**src/rtl/alu_mul_seq.sv**
```systemverilog
// Sequential shift-add multiplier that borrows an external alu32.
// Define ALU_MUL_EARLY_EXIT_EN to stop once the remaining multiplier is zero.
module alu_mul_seq (
   input  logic        clk,
   input  logic        rst_n,
   input  logic        start,
   input  logic [31:0] op_a,
   input  logic [31:0] op_b,
   output logic [31:0] alu_a,
   output logic [31:0] alu_b,
   output logic [2:0]  alu_gin,
   input  logic [31:0] alu_sum,
   input  logic [1:0]  alu_stat,
   output logic        busy,
   output logic        done,
   output logic [31:0] product
);

   typedef enum logic [2:0] {
      IDLE,
      CHECK,
      ADD,
      SHIFT,
      DONE
   } state_t;

   state_t      state, state_n;
   logic [31:0] acc, mcand, mplier, prod_q;
   logic [4:0]  cnt;
   logic        last;
   logic        unused_stat;

   assign unused_stat = alu_stat[0];

`ifdef ALU_MUL_EARLY_EXIT_EN
   assign last = (mplier[31:1] == 31'd0) || (cnt == 5'd31);
`else
   assign last = (cnt == 5'd31);
`endif

   always_ff @(posedge clk or negedge rst_n) begin
      if (!rst_n) begin
         state  <= IDLE;
         acc    <= '0;
         mcand  <= '0;
         mplier <= '0;
         cnt    <= '0;
         prod_q <= '0;
      end else begin
         state <= state_n;
         unique case (state)
            IDLE: begin
               if (start) begin
                  acc    <= '0;
                  mcand  <= op_a;
                  mplier <= op_b;
                  cnt    <= '0;
               end
            end
            ADD: acc <= alu_sum;
            SHIFT: begin
               mcand  <= alu_sum;
               mplier <= mplier >> 1;
               cnt    <= cnt + 5'd1;
            end
            DONE: prod_q <= acc;
            default: ;
         endcase
      end
   end

   always_comb begin
      state_n = state;
      alu_gin = 3'b010;
      alu_a   = '0;
      alu_b   = '0;
      unique case (state)
         IDLE: begin
            if (start) state_n = CHECK;
         end
         CHECK: begin
            alu_gin = 3'b000;
            alu_a   = mplier;
            alu_b   = 32'd1;
            state_n = alu_stat[1] ? SHIFT : ADD;
         end
         ADD: begin
            alu_a   = acc;
            alu_b   = mcand;
            state_n = SHIFT;
         end
         SHIFT: begin
            alu_gin = 3'b100;
            alu_a   = mcand;
            alu_b   = 32'd1;
            state_n = last ? DONE : CHECK;
         end
         DONE: state_n = IDLE;
         default: state_n = IDLE;
      endcase
   end

   // The result is visible during the done pulse and held afterwards.
   assign busy    = (state == CHECK) || (state == ADD) || (state == SHIFT);
   assign done    = (state == DONE);
   assign product = done ? acc : prod_q;

endmodule

```
**config.mk**
```make
export PLATFORM = sky130hd
export DESIGN_NAME = alu_mul_seq
export DESIGN_NICKNAME = d
export VERILOG_FILES = /design/src/rtl/alu_mul_seq.sv
export SDC_FILE = /design/constraint.sdc
export NUM_CORES = 1
export LEC_CHECK = 0
export CORE_MARGIN = 4
export CORE_UTILIZATION = 47
export CTS_CLUSTER_SIZE = 25
export DETAILED_ROUTE_END_ITERATION = 8
export PLACE_DENSITY = 0.82
export SKIP_LAST_GASP = 1
export SLEW_MARGIN = 20
export SYNTH_ARGS = -nofsm -noshare
export SYNTH_HDL_FRONTEND = slang
export SYNTH_SLANG_ARGS = --single-unit
```
**constraint.sdc**
```tcl
create_clock -name clk -period 3 [get_ports clk]
set_input_delay 0.9 -clock clk [delete_from_list [all_inputs] [get_ports clk]]
set_output_delay 0.9 -clock clk [all_outputs]
set_load 0.005 [all_outputs]
```
==> metrics.cfg <==
[finish]
syn_to_final_growth_pct=53.6
mostFrequentLayoutCells=dfrtp_1, clkdlybuf4s50_1, inv_1
fin_util_pct=74.0
layout-drive-gt1-share_pct=22.5
num-nets-final=948
antenna_cells=0
layout.cells.most_common=dfrtp_1

[logic_synthesis]
synth_top_family_by_area=compound AO/OA/AOI/OAI gates
ys_ff_latch=136
syn_area_um2=6400
ys_async_sr_fraction_pct=100
synth_mux_area_share_pct=11.3
synthAdderAreaFrac_pct=0.391
yosysSeqAreaShare_pct=53.1
yosysWarnings=0
avgSynthCellArea_um2=10.5
ys_dominant_reg_cell=dfrtp_1
synthXorXnorAreaFrac_pct=0.137
synth_cell_types=33
synth_compound_area_share_pct=20.2
synth-simple-area-share_pct=7.15
synth_fp_nets=712
postSynthCellCount=609
synth-edff-count=0

[floorplan]
rows=42
die_h_um=125
initial_utilization_pct=48.2
die_w_um=125
coreArea_um2=13300
die-area_um2=15600
num_io_pins=202

[place]
gp_congestion=0.834
port_buffers=199
dp_hpwl_um=13100

[clock_network]
cts_buffer_depth=2
cts_tree=done
clkLatencyLatePin_ns=0.43
root_buffer=clkbuf_16
cts_buffers=17
cts.sinks=136
h-tree-depth=4
path_clk_slew_ns=0.06

[timing]
setup_slack_ns=-0.110
whs_ns=0.415
slew_headroom_pct=46.1
setup_tns_ns=-0.754
tightest_slew_ns=0.809
final_hold_viol_count=0
skew_ns=0.00634
slew_viol_final=0
min_period_ns=3.11
rsz0062_at_grt=true
max_freq_mhz=322
finalCritPeriodShare_pct=104
setup_viol=11

[setup_path]
startpoint_type=register
worstSetupEndpoint=alu_a[17]
worstPathArrival_ns=2.21
required_ns=2.10
crit_start=state[0]
endpoint_kind=output pin
r2r-start=state[0]
rr_endpoint=mcand[23]
critical_path_class=register to output pin
reg2regPathDepth=8
critPathMaxFanout=8
reg2reg_slack_ns=0.26

[min_path]
holdCritPathClass=input port to async pin

[drt]
routedWlPerCell_um=21.2
antenna_left=0
wirelength_um=21900
first_pass_iters=6
via_per_inst=5.77
drt_iter0_drc=692
routed-via-count=5965
drc=0

[pwr]
switchingPower_uw=3820
pwr-share-comb_pct=51.5
power.share.clock_pct=19.3
p_per_area_nw_per_um2=1050
p_seq_share_pct=29.2
leakagePower_uw=0.00513
vdd_drop_max_mv=0.586
p_int_uw=6490
swShare_pct=37.1

[global_routing]
overflow=0
antenna_found_initial=0
grt_max_degree=71
grt_pass1_wl_um=33500
grt.total_usage_pct=27.2
first_global_vias=6304

[run_status]
run_status=finished with violations
violations=setup timing

[run]
max-cap-violations=0

## logic make-up after synthesis
group | count (synthesis)
other | 1
adders and majority gates | 2
xor gates and xnor gates | 1
AOI/OAI and AO/OA | 199
DFF | 136
muxes | 64
and+or+nand+nor | 86
buffers and inverters | 120
## per-layer routing
metal  vias up  wire [um]  global-route usage, %
met5         -          0                      0
met3        50       1700                   7.46
met4         0        561                   11.0
met1      2960       8850                   34.1
li1       2636          -                      -
met2       319      10800                   44.6
## critical path, cell delays in order (launching register included)
cell	delay (ns)
dfrtp_2	0.42
buf_12	0.15
nor2b_4	0.19
bufbuf_16	0.30
a22oi_1	0.10
nor2_1	0.10
clkdlybuf4s50_1	0.52
## how the worst min path moves through the flow
stage,end,cells after the start
final,prod_q[17],1
after detailed placement,prod_q[25],1
after floorplan,cnt[4],1
after global placement,prod_q[25],1
after global routing,prod_q[16],1
after CTS,prod_q[20],1
## timing repair
| item | CTS | global route |
|---|---|---|
| hold buffers | 0 | 0 |
| endpoints found under the setup margin | 97 | 48 |
| pin swaps | 2 | 6 |
| resized for setup | 75 | 63 |
| buffers inserted | 21 | 20 |
| cloned | 7 | 1 |
## power by group through the flow
| stage | sequential (uW) | clock (uW) | combinational, uW |
|---|---|---|---|
| floorplan | 2820 | 0 | 2640 |
| global placement | 2960 | 0 | 4520 |
| detailed placement | 3020 | 0 | 4640 |
| CTS | 2980 | 2010 | 5100 |
| global route | 3090 | 2090 | 5700 |
| finish | 3010 | 1990 | 5300 |
## cell usage after synthesis, types with 2 or more instances
cell	number	share of area (%)
o21ai_0	2	0.16
buf_2	2	0.16
a22o_1	34	4.7
a22oi_1	32	3.8
buf_6	4	0.70
o22ai_1	63	6.2
nand2b_1	2	0.20
mux2_2	64	11
nand2_1	3	0.18
clkbuf_1	46	2.7
and2_1	33	3.2
a211o_1	2	0.27
ha_1	2	0.39
nor2_1	34	2.0
nor3b_1	3	0.35
dfrtp_1	136	53
nand3_1	3	0.23
a21oi_1	63	4.9
nor2b_1	2	0.20
inv_1	66	3.9
## cell type report
class                      instances  area, um2
clock buffer                      21        460
clock inverter                    11        100
fill                             933       3460
timing repair buffer             271       2810
tap                              176        220
multi-input combinational        353       2590
inverter                          66        248
sequential                       136       3410
## sequential cells by signal, indices dropped and copies added (netlist names)
name and count:
acc 32, cnt 5, mcand 32, mplier 32
prod_q 32, state 3
## per-stage QoR
stage	cell area (um2)	power, uW	setup slack, ns	instances
after floorplan	6400	5460	0.539	609
after global placement	8670	7480	0.188	954
after detailed placement	8670	7660	0.156	954
after CTS	9570	10100	-0.131	1014
after global routing	9830	10900	-0.188	1034
final	9830	10300	-0.110	1034
(Power assumes the default switching activity.)
